[src/rtl/mem_stage_pkg.sv]
// Shared types and widths for the memory-access pipeline stage.
// Field order in every struct matches the bit layout the neighbouring stages expect.
package mem_stage_pkg;

    localparam int EX_RF_LEN   = 40;
    localparam int MEM_WB_LEN  = 70;
    localparam int MEM_RF_LEN  = 39;
    localparam int EXCEPT_LEN  = 82;
    localparam int EXC_PRESENT = 2;

    typedef struct packed {
        logic        csr_re;
        logic        res_from_mem;
        logic        rf_we;
        logic [4:0]  rf_waddr;
        logic [31:0] alu_result;
    } ex_rf_t;

    typedef struct packed {
        logic ld_w;
        logic ld_b;
        logic ld_h;
        logic ld_bu;
        logic ld_hu;
    } ld_inst_t;

    typedef struct packed {
        logic        rf_we;
        logic [4:0]  rf_waddr;
        logic [31:0] final_result;
        logic [31:0] pc;
    } mem_wb_t;

    typedef struct packed {
        logic        csr_re;
        logic        rf_we;
        logic [4:0]  rf_waddr;
        logic [31:0] final_result;
    } mem_rf_t;

endpackage

[src/rtl/mem_stage_if.sv]
// Handshake and payload bundle around the memory stage.
// master = surrounding pipeline (EX, SRAM, WB); slave = the memory stage itself.
interface mem_stage_if;
    import mem_stage_pkg::*;

    logic                  EX_MEM_valid;
    logic                  MEM_allowin;
    ex_rf_t                EX_rf_bus;
    logic [31:0]           EX_pc;
    ld_inst_t              EX_mem_ld_inst;
    logic [EXCEPT_LEN-1:0] EX_except_bus;
    logic [31:0]           data_sram_rdata;
    logic                  WB_allowin;
    logic                  WB_EXC_signal;
    logic                  MEM_WB_valid;
    mem_wb_t               MEM_WB_bus;
    logic [EXCEPT_LEN-1:0] MEM_except_bus;
    mem_rf_t               MEM_rf_bus;
    logic                  MEM_EXC_signal;

    modport master (
        output EX_MEM_valid, EX_rf_bus, EX_pc, EX_mem_ld_inst, EX_except_bus,
               data_sram_rdata, WB_allowin, WB_EXC_signal,
        input  MEM_allowin, MEM_WB_valid, MEM_WB_bus, MEM_except_bus,
               MEM_rf_bus, MEM_EXC_signal
    );

    modport slave (
        input  EX_MEM_valid, EX_rf_bus, EX_pc, EX_mem_ld_inst, EX_except_bus,
               data_sram_rdata, WB_allowin, WB_EXC_signal,
        output MEM_allowin, MEM_WB_valid, MEM_WB_bus, MEM_except_bus,
               MEM_rf_bus, MEM_EXC_signal
    );

endinterface

[src/rtl/mem_stage_load_ext.sv]
// Combinational load alignment: picks the byte/halfword at the address offset and extends it.
// Halfword selection uses offset[1] only; an absent load type passes the word through.
module load_ext
    import mem_stage_pkg::*;
(
    input  ld_inst_t    ld_inst,
    input  logic [1:0]  offset,
    input  logic [31:0] rdata,
    output logic [31:0] data
);

    logic [7:0]  byte_sel;
    logic [15:0] half_sel;

    always_comb begin
        byte_sel = rdata[{offset, 3'b000} +: 8];
        half_sel = offset[1] ? rdata[31:16] : rdata[15:0];
        data     = rdata;
        if (ld_inst.ld_b)
            data = {{24{byte_sel[7]}}, byte_sel};
        else if (ld_inst.ld_bu)
            data = {24'b0, byte_sel};
        else if (ld_inst.ld_h)
            data = {{16{half_sel[15]}}, half_sel};
        else if (ld_inst.ld_hu)
            data = {16'b0, half_sel};
    end

endmodule

[src/rtl/mem_stage.sv]
// Memory stage: registers the EX payload, captures SRAM read data on the first occupied cycle
// and holds it across WB stalls, then forms the write-back/forwarding result. Always ready to go.
module mem_stage
    import mem_stage_pkg::*;
(
    input  logic clk,
    input  logic reset,
    mem_stage_if.slave bus
);

    logic                  mem_valid;
    ex_rf_t                rf_q;
    logic [31:0]           pc_q;
    ld_inst_t              ld_q;
    logic [EXCEPT_LEN-1:0] exc_q;
    logic                  rd_held;
    logic [31:0]           rd_hold;

    logic                  allowin;
    logic                  load_payload;
    logic [31:0]           rdata_eff;
    logic [31:0]           ld_data;
    logic [31:0]           final_result;

    assign allowin      = ~mem_valid | bus.WB_allowin;
    assign load_payload = bus.EX_MEM_valid & allowin;

    // A flush wins over a new acceptance; the payload still loads but is dead.
    always_ff @(posedge clk or posedge reset) begin
        if (reset)
            mem_valid <= 1'b0;
        else if (bus.WB_EXC_signal)
            mem_valid <= 1'b0;
        else if (allowin)
            mem_valid <= bus.EX_MEM_valid;
    end

    always_ff @(posedge clk or posedge reset) begin
        if (reset) begin
            rf_q  <= '0;
            pc_q  <= '0;
            ld_q  <= '0;
            exc_q <= '0;
        end else if (load_payload) begin
            rf_q  <= bus.EX_rf_bus;
            pc_q  <= bus.EX_pc;
            ld_q  <= bus.EX_mem_ld_inst;
            exc_q <= bus.EX_except_bus;
        end
    end

    // SRAM output is only guaranteed in the first MEM cycle, so snapshot it for later stalls.
    always_ff @(posedge clk or posedge reset) begin
        if (reset) begin
            rd_held <= 1'b0;
            rd_hold <= '0;
        end else if (load_payload) begin
            rd_held <= 1'b0;
        end else if (mem_valid && !rd_held) begin
            rd_held <= 1'b1;
            rd_hold <= bus.data_sram_rdata;
        end
    end

    assign rdata_eff = rd_held ? rd_hold : bus.data_sram_rdata;

    load_ext u_load_ext (
        .ld_inst (ld_q),
        .offset  (rf_q.alu_result[1:0]),
        .rdata   (rdata_eff),
        .data    (ld_data)
    );

    assign final_result = rf_q.res_from_mem ? ld_data : rf_q.alu_result;

    always_comb begin
        bus.MEM_WB_bus              = '0;
        bus.MEM_WB_bus.rf_we        = rf_q.rf_we & mem_valid;
        bus.MEM_WB_bus.rf_waddr     = rf_q.rf_waddr;
        bus.MEM_WB_bus.final_result = final_result;
        bus.MEM_WB_bus.pc           = pc_q;

        bus.MEM_rf_bus              = '0;
        bus.MEM_rf_bus.csr_re       = rf_q.csr_re & mem_valid;
        bus.MEM_rf_bus.rf_we        = rf_q.rf_we & mem_valid;
        bus.MEM_rf_bus.rf_waddr     = rf_q.rf_waddr;
        bus.MEM_rf_bus.final_result = final_result;
    end

    assign bus.MEM_allowin    = allowin;
    assign bus.MEM_WB_valid   = mem_valid;
    assign bus.MEM_except_bus = exc_q;
    assign bus.MEM_EXC_signal = mem_valid & exc_q[EXC_PRESENT];

endmodule

[src/flat_wrapper.sv]
// flat-port wrapper written by rule: the top's interface ports become plain ports
module mem_stage_flat import mem_stage_pkg::*;
  (clk, reset, bus_EX_MEM_valid, bus_EX_rf_bus, bus_EX_pc, bus_EX_mem_ld_inst, bus_EX_except_bus, bus_data_sram_rdata, bus_WB_allowin, bus_WB_EXC_signal, bus_MEM_allowin, bus_MEM_WB_valid, bus_MEM_WB_bus, bus_MEM_except_bus, bus_MEM_rf_bus, bus_MEM_EXC_signal);
  mem_stage_if bus_i ();
  input  logic clk;
  input  logic reset;
  input wire logic [$bits(bus_i.EX_MEM_valid)-1:0] bus_EX_MEM_valid;
  input wire logic [$bits(bus_i.EX_rf_bus)-1:0] bus_EX_rf_bus;
  input wire logic [$bits(bus_i.EX_pc)-1:0] bus_EX_pc;
  input wire logic [$bits(bus_i.EX_mem_ld_inst)-1:0] bus_EX_mem_ld_inst;
  input wire logic [$bits(bus_i.EX_except_bus)-1:0] bus_EX_except_bus;
  input wire logic [$bits(bus_i.data_sram_rdata)-1:0] bus_data_sram_rdata;
  input wire logic [$bits(bus_i.WB_allowin)-1:0] bus_WB_allowin;
  input wire logic [$bits(bus_i.WB_EXC_signal)-1:0] bus_WB_EXC_signal;
  output wire logic [$bits(bus_i.MEM_allowin)-1:0] bus_MEM_allowin;
  output wire logic [$bits(bus_i.MEM_WB_valid)-1:0] bus_MEM_WB_valid;
  output wire logic [$bits(bus_i.MEM_WB_bus)-1:0] bus_MEM_WB_bus;
  output wire logic [$bits(bus_i.MEM_except_bus)-1:0] bus_MEM_except_bus;
  output wire logic [$bits(bus_i.MEM_rf_bus)-1:0] bus_MEM_rf_bus;
  output wire logic [$bits(bus_i.MEM_EXC_signal)-1:0] bus_MEM_EXC_signal;
  assign bus_i.EX_MEM_valid = bus_EX_MEM_valid;
  assign bus_i.EX_rf_bus = bus_EX_rf_bus;
  assign bus_i.EX_pc = bus_EX_pc;
  assign bus_i.EX_mem_ld_inst = bus_EX_mem_ld_inst;
  assign bus_i.EX_except_bus = bus_EX_except_bus;
  assign bus_i.data_sram_rdata = bus_data_sram_rdata;
  assign bus_i.WB_allowin = bus_WB_allowin;
  assign bus_i.WB_EXC_signal = bus_WB_EXC_signal;
  assign bus_MEM_allowin = bus_i.MEM_allowin;
  assign bus_MEM_WB_valid = bus_i.MEM_WB_valid;
  assign bus_MEM_WB_bus = bus_i.MEM_WB_bus;
  assign bus_MEM_except_bus = bus_i.MEM_except_bus;
  assign bus_MEM_rf_bus = bus_i.MEM_rf_bus;
  assign bus_MEM_EXC_signal = bus_i.MEM_EXC_signal;
  mem_stage u_core (.clk(clk), .reset(reset), .bus(bus_i));
endmodule
[config.mk]
export PLATFORM = sky130hd
export DESIGN_NAME = mem_stage_flat
export DESIGN_NICKNAME = d
export VERILOG_FILES = /design/src/rtl/mem_stage_pkg.sv /design/src/rtl/mem_stage_if.sv /design/src/rtl/mem_stage_load_ext.sv /design/src/rtl/mem_stage.sv /design/src/flat_wrapper.sv
export SDC_FILE = /design/constraint.sdc
export NUM_CORES = 1
export LEC_CHECK = 0
export BUFFER_PORTS_ARGS = -buffer_cell sky130_fd_sc_hd__clkbuf_2
export CAP_MARGIN = 30
export CORE_AREA = 2 2 153 155
export DETAILED_ROUTE_END_ITERATION = 8
export DIE_AREA = 0 0 155 157
export PLACE_DENSITY = 0.74
export SLEW_MARGIN = 20
export SYNTH_ARGS = -nofsm -noshare
export SYNTH_HDL_FRONTEND = slang
export SYNTH_SLANG_ARGS = --single-unit
[constraint.sdc]
create_clock -name clk -period 5.7 [get_ports clk]
set_input_delay 0 -clock clk [delete_from_list [all_inputs] [get_ports clk]]
set_output_delay 0 -clock clk [all_outputs]
set_load 0.01 [all_outputs]
Yosys cells after proc, flatten, opt, wreduce, memory -nomap -nowiden
Cells that the tools add are included.

operators by class
  bitwise gates (word level) = 7
  shift operators = 1
  mux-type cells = 11
  reductions and logical operators = 5

operator list
  kind                                                   count
  32-bit two-way mux                                     6
  32-bit by 6-bit indexed part select with 8-bit output  1
  16-bit two-way mux                                     1
  1-bit AND                                              4
  1-bit two-way mux                                      4
  2-bit nonzero test                                     2
  1-bit inverter                                         2
  2-bit AND reduction                                    1
  1-bit logical AND                                      1
  1-bit logical NOT                                      1
  1-bit OR                                               1

word-level totals
  output and inout port bits = 194
  word-level logic and storage cells = 38
  input port bits = 196
  register bits = 192

Longest topological paths before layout
Gate-level depths: netlist of the first run.

  word-level depth = 7
  mapped depth = 8
  mapped depth without buffers = 4

Hierarchy
Synthesis of the first run repeated with hierarchy kept, for this count alone.

unflattened totals
  cells, all modules = 649
  area, all modules = 9188.8 µm²

modules (own cells, without submodules)
  module     cells an instance  area each (µm²)  sequential area each (µm²)  instances
  mem_stage  530                8336.7           4829.6                      1
  load_ext   119                852.1            0.0                         1

Worst setup path after synthesis of the first run
OpenSTA, ideal clock, no wires.

  kind = reg-to-output
  from = register u_core.rf_q[1] in the netlist's numbering
  to = output port bus_MEM_rf_bus[10]
  stages on the path, launching flop included = 8
  path buffers = 3
  arrival time = 2.031 ns
  data required time = 5.700 ns
  path slack = 3.669 ns
  cell sequence = dfrtp_1 buf_6 mux2_4 mux4_2 and3_4 buf_6 a221o_1 buf_4

between the ends
  word-level cells in the longest chain between the ends = 6

ends and longest elaborated chain
  item                                                                                                           line                      text
  start: declaration                                                                                             mem_stage.sv:12           ex_rf_t rf_q;
  start signal: assignment                                                                                       mem_stage.sv:45           rf_q <= bus.EX_rf_bus;
  parallel branches: the longest is 4 deep, another holds 32-bit by 6-bit indexed part select with 8-bit output  n/a
  32-bit two-way mux *                                                                                           mem_stage_load_ext.sv:19  if (ld_inst.ld_b)
  32-bit two-way mux *                                                                                           mem_stage.sv:74           assign final_result = rf_q.res_from_mem ? ld_data : rf_q.alu_result;
  end: declaration                                                                                               flat_wrapper.sv:19        output wire logic [$bits(bus_i.MEM_rf_bus)-1:0] bus_MEM_rf_bus;

Every way passes the cells marked *.

Final worst setup path of the first run
  from = register u_core.rf_q[38] in the netlist's numbering
  to = output port bus_MEM_rf_bus[10]

between the ends
  word-level cells in the longest chain between the ends = 1

ends and longest elaborated chain
  item                line
  32-bit two-way mux  mem_stage.sv:74

No other way between the ends.

==> results of run 1 <==
[through the flow]
step,worst slack [ns],cells
global route,2.240,1467
CTS,2.521,1463
floorplan,0.4728,641
global placement,2.486,1236
finish,2.453,1467
detailed placement,2.765,1238
[kinds of logic (layout without fill, tap and decap cells)]
logic type,after synthesis,after routing,share of synthesized area
muxes,236,236,0.3130
AOI/OAI and AO/OA,65,65,0.05603
other,0,1,0
and+or+nand+nor,58,58,0.03353
DFF,192,192,0.5365
buffers and inverters,90,630,0.06092
[critical path, stage by stage (launching register included)]
cell and delay (ns):
dfrtp_1 0.80, clkinv_1 0.70, nor2_1 0.79, a221o_1 0.34
clkbuf_2 0.18
[final cells by class]
cell class	count	area [um^2]
fill	1754	9056
sequential	192	4806
timing repair buffer	593	4024
multi-input combinational	359	3612
clock buffer	17	425.4
tap	285	356.6
clock inverter	15	193.9
inverter	5	26.28
antenna	1	2.502
[flip-flops by register name, summed over array words and instances (netlist names)]
name,flops
u_core.bus.MEM_WB_bus,5
u_core.bus.MEM_WB_valid,1
u_core.bus.MEM_except_bus,82
u_core.ld_q,4
u_core.pc_q,32
u_core.rd_held,1
u_core.rd_hold,32
u_core.rf_q,35
[cells in the mapped netlist (6+ instances only)]
cell type / instances / share of area
mux2i_1: 28 / 0.031
a211oi_1: 6 / 0.0050
nand2b_1: 7 / 0.0049
a221o_1: 8 / 0.0089
and2_1: 9 / 0.0063
a21oi_1: 9 / 0.0050
mux2_2: 189 / 0.24
dfrtp_1: 192 / 0.54
o21ai_0: 8 / 0.0045
nor2b_1: 7 / 0.0049
o22a_1: 16 / 0.016
o2bb2ai_1: 6 / 0.0059
nand2_1: 9 / 0.0038
a311oi_1: 6 / 0.0059
buf_4: 44 / 0.037
clkbuf_1: 12 / 0.0050
nor2_1: 20 / 0.0084
mux4_2: 10 / 0.025
buf_2: 22 / 0.012
[metal layers]
metal  share of wire  routed length [um]  vias up
met5          0.0012                  34        -
met4           0.024                 710        4
met3           0.064                1863       40
met2            0.52               15120      314
met1            0.39               11330     3617
li1                -                   -     3334
[path summary, 6_finish.rpt]
kind | end | slack (ns) | cells past startpoint
max reg2reg | u_core.bus.MEM_except_bus[74] | 3.18 | 4
min | u_core.bus.MEM_except_bus[73] | 0.11 | 3
max in group asynchronous | u_core.rf_q[15] | 4.60 | 5
min reg2reg | u_core.pc_q[21] | 0.51 | 1
max | bus_MEM_rf_bus[10] | 2.45 | 4
min in group clk | u_core.bus.MEM_except_bus[1] | 0.32 | 3
[power by group through the flow]
stage               sequential, W  clock [W]  combinational, W
CTS                       0.00169    0.00129           0.00116
finish                    0.00170    0.00125           0.00117
detailed placement        0.00171          0           0.00104
global placement          0.00171          0           0.00102
floorplan                 0.00173          0          0.000666
global route              0.00172    0.00135           0.00126
==> results.sh, run 1 <==
export IMPL_power_density_nw_per_um2=306.3
export IMPL_power_leakage_nw=6.340
export IMPL_syn_nets=837
export IMPL_setup_worst_path_start_class="flop"
export IMPL_max_freq_ghz=0.3080
export IMPL_core_area_um2=22500
export IMPL_cts_sinks=192
export IMPL_post_drt_wl_per_cell_um=19.81
export IMPL_yosysSeqAreaShare=0.5365
export IMPL_grt_pass1_vias=7584
export IMPL_clk_pin_slew_ns=0.09
export IMPL_hold_viol_final=0
export IMPL_cts_buffer_depth=2
export IMPL_p_clk_frac=0.304
export IMPL_gpl_final_weighted_congestion=0.8160
export IMPL_syn_area_um2=8955
export IMPL_worstMarginPinSlew_ns=0.9160
export IMPL_sw_frac_of_total=0.3267
export IMPL_final_setup_viol_count=0
export IMPL_grt_overflow=0
export IMPL_routed_wl_um=29060
export IMPL_placed_area_um2=10830
export IMPL_use_met3=0.05975
export IMPL_io_pins=390
export IMPL_cts_tree="yes"
export IMPL_async_flop_share=1.000
export IMPL_synth_edf_count=0
export IMPL_vias_per_cell=4.982
export IMPL_grt_use_met2=0.4184
export IMPL_combPwrFrac=0.284
export IMPL_ys_seq_elements=192
export IMPL_grtUsageMet1=0.2799
export IMPL_place_hpwl_um=19300
export IMPL_mostFrequentLayoutCells="clkbuf_2 (388), dlygate4sd3_1 (193), dfrtp_1 (191)"
export IMPL_ys_flop_type="dfrtp_1"
export IMPL_drt_first_pass_iters=4
export IMPL_grt_pass1_wl_um=43440
export IMPL_cts_made_buffers=17
export IMPL_drt_iter0_markers=327
export IMPL_fin_skew_ns=0.01510
export IMPL_total_power_w=0.004118
export IMPL_fin_crit_sh=0.5697
export IMPL_rows=55
export IMPL_port_buffers=388
export IMPL_seqPwrFrac=0.412
export IMPL_p_int_w=0.002773
export IMPL_critPathMaxFanout=17
export IMPL_hold_buffers=193
export IMPL_layout_drive_gt1_share=0.5394
export IMPL_critPathLaunch="u_core.rf_q[38]"
export IMPL_required_ns=5.70
export IMPL_arrival_ns=3.25
export IMPL_grt_max_degree=129
export IMPL_tns_ns=0
export IMPL_layout_commonest_cell="clkbuf_2"
export IMPL_post_cts_buffers=0
export IMPL_fin_hold_ws_ns=0.1057
export IMPL_top_usage_layer="met2"
export IMPL_crit_type="reg -> out"
export IMPL_finalInstanceArea_um2=13450
export IMPL_regToRegStartpoint="u_core.bus.MEM_WB_valid"
export IMPL_outcome="completed"
export IMPL_cts_resized=0
export IMPL_drv_cap=0
export IMPL_num_vias=7309
export IMPL_initial_core_util=0.3979
export IMPL_fin_util=0.5976
export IMPL_yosysWarnings=0
export IMPL_htree_levels=4
export IMPL_synth_cells=641
export IMPL_grt_usage=0.2354
export IMPL_fp_dieArea_um2=24340
export IMPL_clockRootBuffer="clkbuf_16"
export IMPL_crit_path_end_kind="output pin"
export IMPL_max_slew_margin=0.3893
export IMPL_syn_to_final_growth_pct=50.16
export IMPL_antenna_found_initial=3
export IMPL_clk_latency_ns=0.44
export IMPL_nets=1364
export IMPL_fp_dieW_um=155
export IMPL_ys_types=37
export IMPL_rsz0062_at_grt="no"
export IMPL_ant_nets=0
export IMPL_maxSlewViolCount=0
export IMPL_irDropWorstVdd_mv=0.1763
export IMPL_route_detailed_drc=0
export IMPL_layout_min_cycle_time_ns=3.247
export IMPL_hold_path_class="in -> async"
export IMPL_p_sw_w=0.001345
export IMPL_die_h_um=157
export IMPL_avgSynthCellArea_um2=13.97
(Power assumes the default switching activity.)
==> run 2, diff against run 1 <==
Clock period 5.7 ns to 3.25 ns, I/O delays scaled along.
==> results.sh, run 2 (synthesis results as in run 1) <==
export IMPL_setup_worst_path_start_class="flop"
export IMPL_ant_nets=0
export IMPL_initial_core_util=0.3979
export IMPL_irDropWorstVdd_mv=0.3636
export IMPL_clk_latency_ns=0.44
export IMPL_die_h_um=157
export IMPL_arrival_ns=2.78
export IMPL_clockRootBuffer="clkbuf_16"
export IMPL_syn_to_final_growth_pct=50.02
export IMPL_grt_usage=0.2362
export IMPL_fp_dieArea_um2=24340
export IMPL_layout_drive_gt1_share=0.5394
export IMPL_largest_register_ffs=82
export IMPL_port_buffers=388
export IMPL_cts_tree="yes"
export IMPL_hold_viol_final=0
export IMPL_vias_per_cell=5.076
export IMPL_power_leakage_nw=6.329
export IMPL_total_power_w=0.007249
export IMPL_grt_pass1_vias=7881
export IMPL_fp_dieW_um=155
export IMPL_drt_first_pass_iters=4
export IMPL_route_detailed_drc=0
export IMPL_io_pins=390
export IMPL_core_area_um2=22500
export IMPL_required_ns=3.25
export IMPL_tns_ns=0
export IMPL_crit_path_end_kind="output pin"
export IMPL_nets=1364
export IMPL_num_vias=7456
export IMPL_final_setup_viol_count=0
export IMPL_grt_max_degree=110
export IMPL_fin_skew_ns=0.009954
export IMPL_post_cts_buffers=0
export IMPL_cts_resized=0
export IMPL_gpl_final_weighted_congestion=0.8076
export IMPL_pre_cts_ws_ns=0.9844
export IMPL_antenna_found_initial=3
export IMPL_rsz0062_at_grt="no"
export IMPL_hold_path_class="in -> async"
export IMPL_power_density_nw_per_um2=539.6
export IMPL_htree_levels=4
export IMPL_final_setup_worst_slack_ns=0.4746
export IMPL_maxSlewViolCount=0
export IMPL_drt_iter0_markers=343
export IMPL_cts_sinks=192
export IMPL_grt_overflow=0
export IMPL_crit_type="reg -> out"
export IMPL_post_drt_wl_per_cell_um=20.00
export IMPL_grt_pass1_wl_um=43940
export IMPL_outcome="completed"
export IMPL_place_hpwl_um=19600
export IMPL_max_slew_margin=0.4872
export IMPL_fin_hold_ws_ns=0.1066
export IMPL_clk_pin_slew_ns=0.08
export IMPL_critPathMaxFanout=20
export IMPL_drv_cap=0
export IMPL_rows=55
export IMPL_mostFrequentLayoutCells="clkbuf_2 (388), dlygate4sd3_1 (193), dfrtp_1 (191)"
export IMPL_routed_wl_um=29380
export IMPL_max_freq_ghz=0.3603
export IMPL_cts_buffer_depth=2
export IMPL_layout_min_cycle_time_ns=2.775
export IMPL_layout_commonest_cell="clkbuf_2"
export IMPL_fin_crit_sh=0.8540
export IMPL_cts_made_buffers=17
export IMPL_worstMarginPinSlew_ns=0.7664
[run 2: cell types whose count changed in the layout (fill, tap and decap cells not counted)]
cell,before,now
buf_12,2,3
clkinvlp_4,0,1
clkbuf_8,0,1
bufinv_16,0,1
buf_8,2,0
buf_4,7,9
clkinv_8,3,6
inv_12,4,0
inv_6,1,7
buf_16,1,0
clkinv_4,3,0
inv_8,5,0
diode_2,1,3
[run 2: final cells by class]
class / count / area (um^2)
Fill cell: 1763 / 9069
Sequential cell: 192 / 4806
Timing Repair Buffer: 593 / 4001
Multi-Input combinational cell: 359 / 3612
Clock buffer: 18 / 439.2
Tap cell: 285 / 356.6
Clock inverter: 14 / 188.9
Inverter: 5 / 22.52
Antenna cell: 3 / 7.507
[run 2: per-stage QoR]
stage / util / instances / area (um^2)
5_1_grt: 0.5969 / 1468 / 13430
3_3_place_gp: 0.4829 / 1241 / 10870
4_1_cts: 0.5967 / 1466 / 13430
3_5_place_dp: 0.4829 / 1241 / 10870
2_1_floorplan: - / 641 / 8959
6_report: 0.5970 / 1469 / 13430
[run 2: final timing paths]
kind	from	to	slack [ns]	cells past startpoint
setup reg to reg	u_core.bus.MEM_WB_valid	u_core.pc_q[2]	1.03	4
hold / removal	reset	u_core.bus.MEM_except_bus[41]	0.11	3
min in group clk	bus_EX_MEM_valid	u_core.bus.MEM_except_bus[10]	0.21	3
hold reg to reg	u_core.rf_q[39]	u_core.rf_q[39]	0.51	1
max in group asynchronous	reset	u_core.rd_held	2.19	4
setup / recovery	u_core.rf_q[1]	bus_MEM_WB_bus[34]	0.47	6
[run 2: where the power goes]
part,internal (W),switching [W]
logic,0.00105,0.00100
clock network,0.00114,0.00107
registers,0.00274,0.000248
total,0.00493,0.00232
[run 2: worst max-delay path, cell delays in order (launching register included)]
cell	delay, ns
dfrtp_1	0.64
buf_4	0.34
mux4_1	0.56
and2_1	0.17
a311oi_1	0.33
o2bb2ai_1	0.15
clkbuf_2	0.15
[run 2: what timing repair did]
item,4_1_cts,5_1_grt
endpoints found under the hold margin,257,0
endpoints found under the setup margin,0,0
hold buffers,193,0
[run 2: layer usage]
layer  global-route usage  wire (um)  share of wire
met1               0.2712      11080           0.38
met2               0.4174      15060           0.51
met3              0.05644       1877          0.064
met4               0.1102       1367          0.047
met5                    0          0              0
==> run 3, diff against run 2 <==
--- a/config.mk
+++ b/config.mk
@@ -12,3 +12,4 @@
 export DIE_AREA = 0 0 155 157
-export PLACE_DENSITY = 0.74
+export GPL_ROUTABILITY_DRIVEN = 0
+export PLACE_DENSITY = 0.7
 export SLEW_MARGIN = 20
--- a/constraint.sdc
+++ b/constraint.sdc
@@ -3,2 +3,2 @@
 set_output_delay 0 -clock clk [all_outputs]
-set_load 0.01 [all_outputs]
+set_load 0.05 [all_outputs]
==> results.sh, run 3 (synthesis results as in run 1) <==
export IMPL_routed_wl_um=30850
export IMPL_rows=55
export IMPL_cts_sinks=192
export IMPL_use_met3=0.06691
export IMPL_fp_dieW_um=155
export IMPL_syn_to_final_growth_pct=50.08
export IMPL_post_drt_wl_per_cell_um=21.03
export IMPL_grt_overflow=0
export IMPL_grtUsageMet1=0.2868
export IMPL_crit_chain="mux4_1 > nand3b_1 > a32oi_1 > buf_4 > o22a_1 > clkbuf_2"
export IMPL_outcome="completed"
export IMPL_route_detailed_drc=0
export IMPL_cts_buffer_depth=2
export IMPL_regToRegStartpoint="u_core.bus.MEM_WB_valid"
export IMPL_drt_iter0_markers=372
export IMPL_max_freq_ghz=0.3527
export IMPL_setup_worst_path_start_class="flop"
export IMPL_grt_usage=0.2499
export IMPL_crit_path_max_incr_delay_ns=0.59
export IMPL_critPathMaxFanout=10
export IMPL_nFillCells=1764
export IMPL_core_area_um2=22500
export IMPL_power_leakage_nw=6.328
export IMPL_hold_path_class="in -> async"
export IMPL_largest_register_ffs=82
export IMPL_final_setup_viol_count=0
export IMPL_top_usage_layer="met2"
export IMPL_grt_pass1_wl_um=45840
export IMPL_grt_pass1_vias=8148
export IMPL_grt_max_degree=160
export IMPL_initial_core_util=0.3979
export IMPL_rsz0062_at_grt="no"
export IMPL_critPathSlowestCell="a32oi_1"
export IMPL_irDropWorstVdd_mv=0.3869
export IMPL_placed_area_um2=10870
export IMPL_critPathLaunch="u_core.rf_q[1]"
export IMPL_drt_first_pass_iters=4
export IMPL_clk_pin_slew_ns=0.09
export IMPL_io_pins=390
export IMPL_fin_skew_ns=0.01559
export IMPL_cts_resized=0
export IMPL_fin_crit_sh=0.8724
export IMPL_ant_nets=0
export IMPL_post_place_cells=1240
export IMPL_hold_viol_final=0
export IMPL_power_density_nw_per_um2=634.9
export IMPL_stdcell_count=1467
export IMPL_crit_buf_inv=2
export IMPL_port_buffers=388
export IMPL_nets=1363
export IMPL_arrival_ns=2.84
export IMPL_crit_type="reg -> out"
export IMPL_place_hpwl_um=20440
export IMPL_regArea_um2=4806
export IMPL_worstMarginPinSlew_ns=0.9990
export IMPL_finalInstanceArea_um2=13440
export IMPL_cts_made_buffers=17
export IMPL_maxSlewViolCount=0
export IMPL_layout_drive_gt1_share=0.5390
export IMPL_die_h_um=157
export IMPL_layout_commonest_cell="clkbuf_2"
export IMPL_antenna_found_initial=4
export IMPL_grt_use_met2=0.4438
export IMPL_clockRootBuffer="clkbuf_16"
export IMPL_num_vias=7445
export IMPL_fp_dieArea_um2=24340
export IMPL_required_ns=3.25
export IMPL_cts_tree="yes"
export IMPL_clk_latency_ns=0.45
export IMPL_tns_ns=0
export IMPL_total_power_w=0.008532
export IMPL_vias_per_cell=5.075
export IMPL_mostFrequentLayoutCells="clkbuf_2 (388), dlygate4sd3_1 (193), dfrtp_1 (191)"
export IMPL_crit_path_end_kind="output pin"
export IMPL_htree_levels=4
export IMPL_drv_cap=0
export IMPL_multi_input_area_um2=3612
export IMPL_critPathTopFamily="compound AO/OA/AOI/OAI gates"
export IMPL_max_slew_margin=0.3340
export IMPL_layout_min_cycle_time_ns=2.835
export IMPL_fin_hold_ws_ns=0.2106
==> run 3: routing by layer <==
layer | share of wire | vias to the layer above | wire length (um)
met5 | 0.0011 | - | 35
met4 | 0.036 | 6 | 1097
met3 | 0.064 | 56 | 1965
met2 | 0.52 | 331 | 16030
met1 | 0.38 | 3723 | 11710
li1 | - | 3329 | -
==> run 3: timing repair <==
action | CTS | global route
hold endpoints to repair | 383 | 0
hold buffers | 193 | 0
setup buffers | 0 | 0
==> run 3: power by group <==
part           total, W  internal, W  switching [W]
clock network   0.00223      0.00107        0.00116
logic           0.00332      0.00105        0.00227
registers       0.00298      0.00274       0.000242
total           0.00853      0.00486        0.00367
==> run 3: cell type report <==
cell class	instances	share of cell area
multi-input combinational	359	0.2688
clock inverter	15	0.01527
clock buffer	17	0.03165
inverter	5	0.001676
tap	285	0.02653
antenna	2	0.0003724
timing repair buffer	592	0.2981
sequential	192	0.3576
==> run 3: worst min-delay path: stages <==
cell	delay [ns]
dlygate4sd3_1	0.53
clkbuf_2	0.12
clkinvlp_4	0.10
buf_12	0.32
==> run 3: stage by stage <==
stage	utilization	setup slack (ns)
2_1_floorplan	-	0.6501
3_3_place_gp	0.4831	0.8122
3_5_place_dp	0.4831	0.8120
4_1_cts	0.5970	0.3222
5_1_grt	0.5971	0.1471
6_report	0.5972	0.4147
==> run 3: final timing paths <==
path,endpoint,slack [ns],cells after the start
worst max register to register,u_core.rf_q[4],1.02,4
worst max-delay path,bus_MEM_WB_bus[58],0.41,6
worst min register to register,u_core.bus.MEM_except_bus[37],0.51,1
max in group asynchronous,u_core.rd_held,2.43,4
min in group clk,u_core.rd_held,0.23,4
worst min-delay path,u_core.bus.MEM_except_bus[34],0.21,4
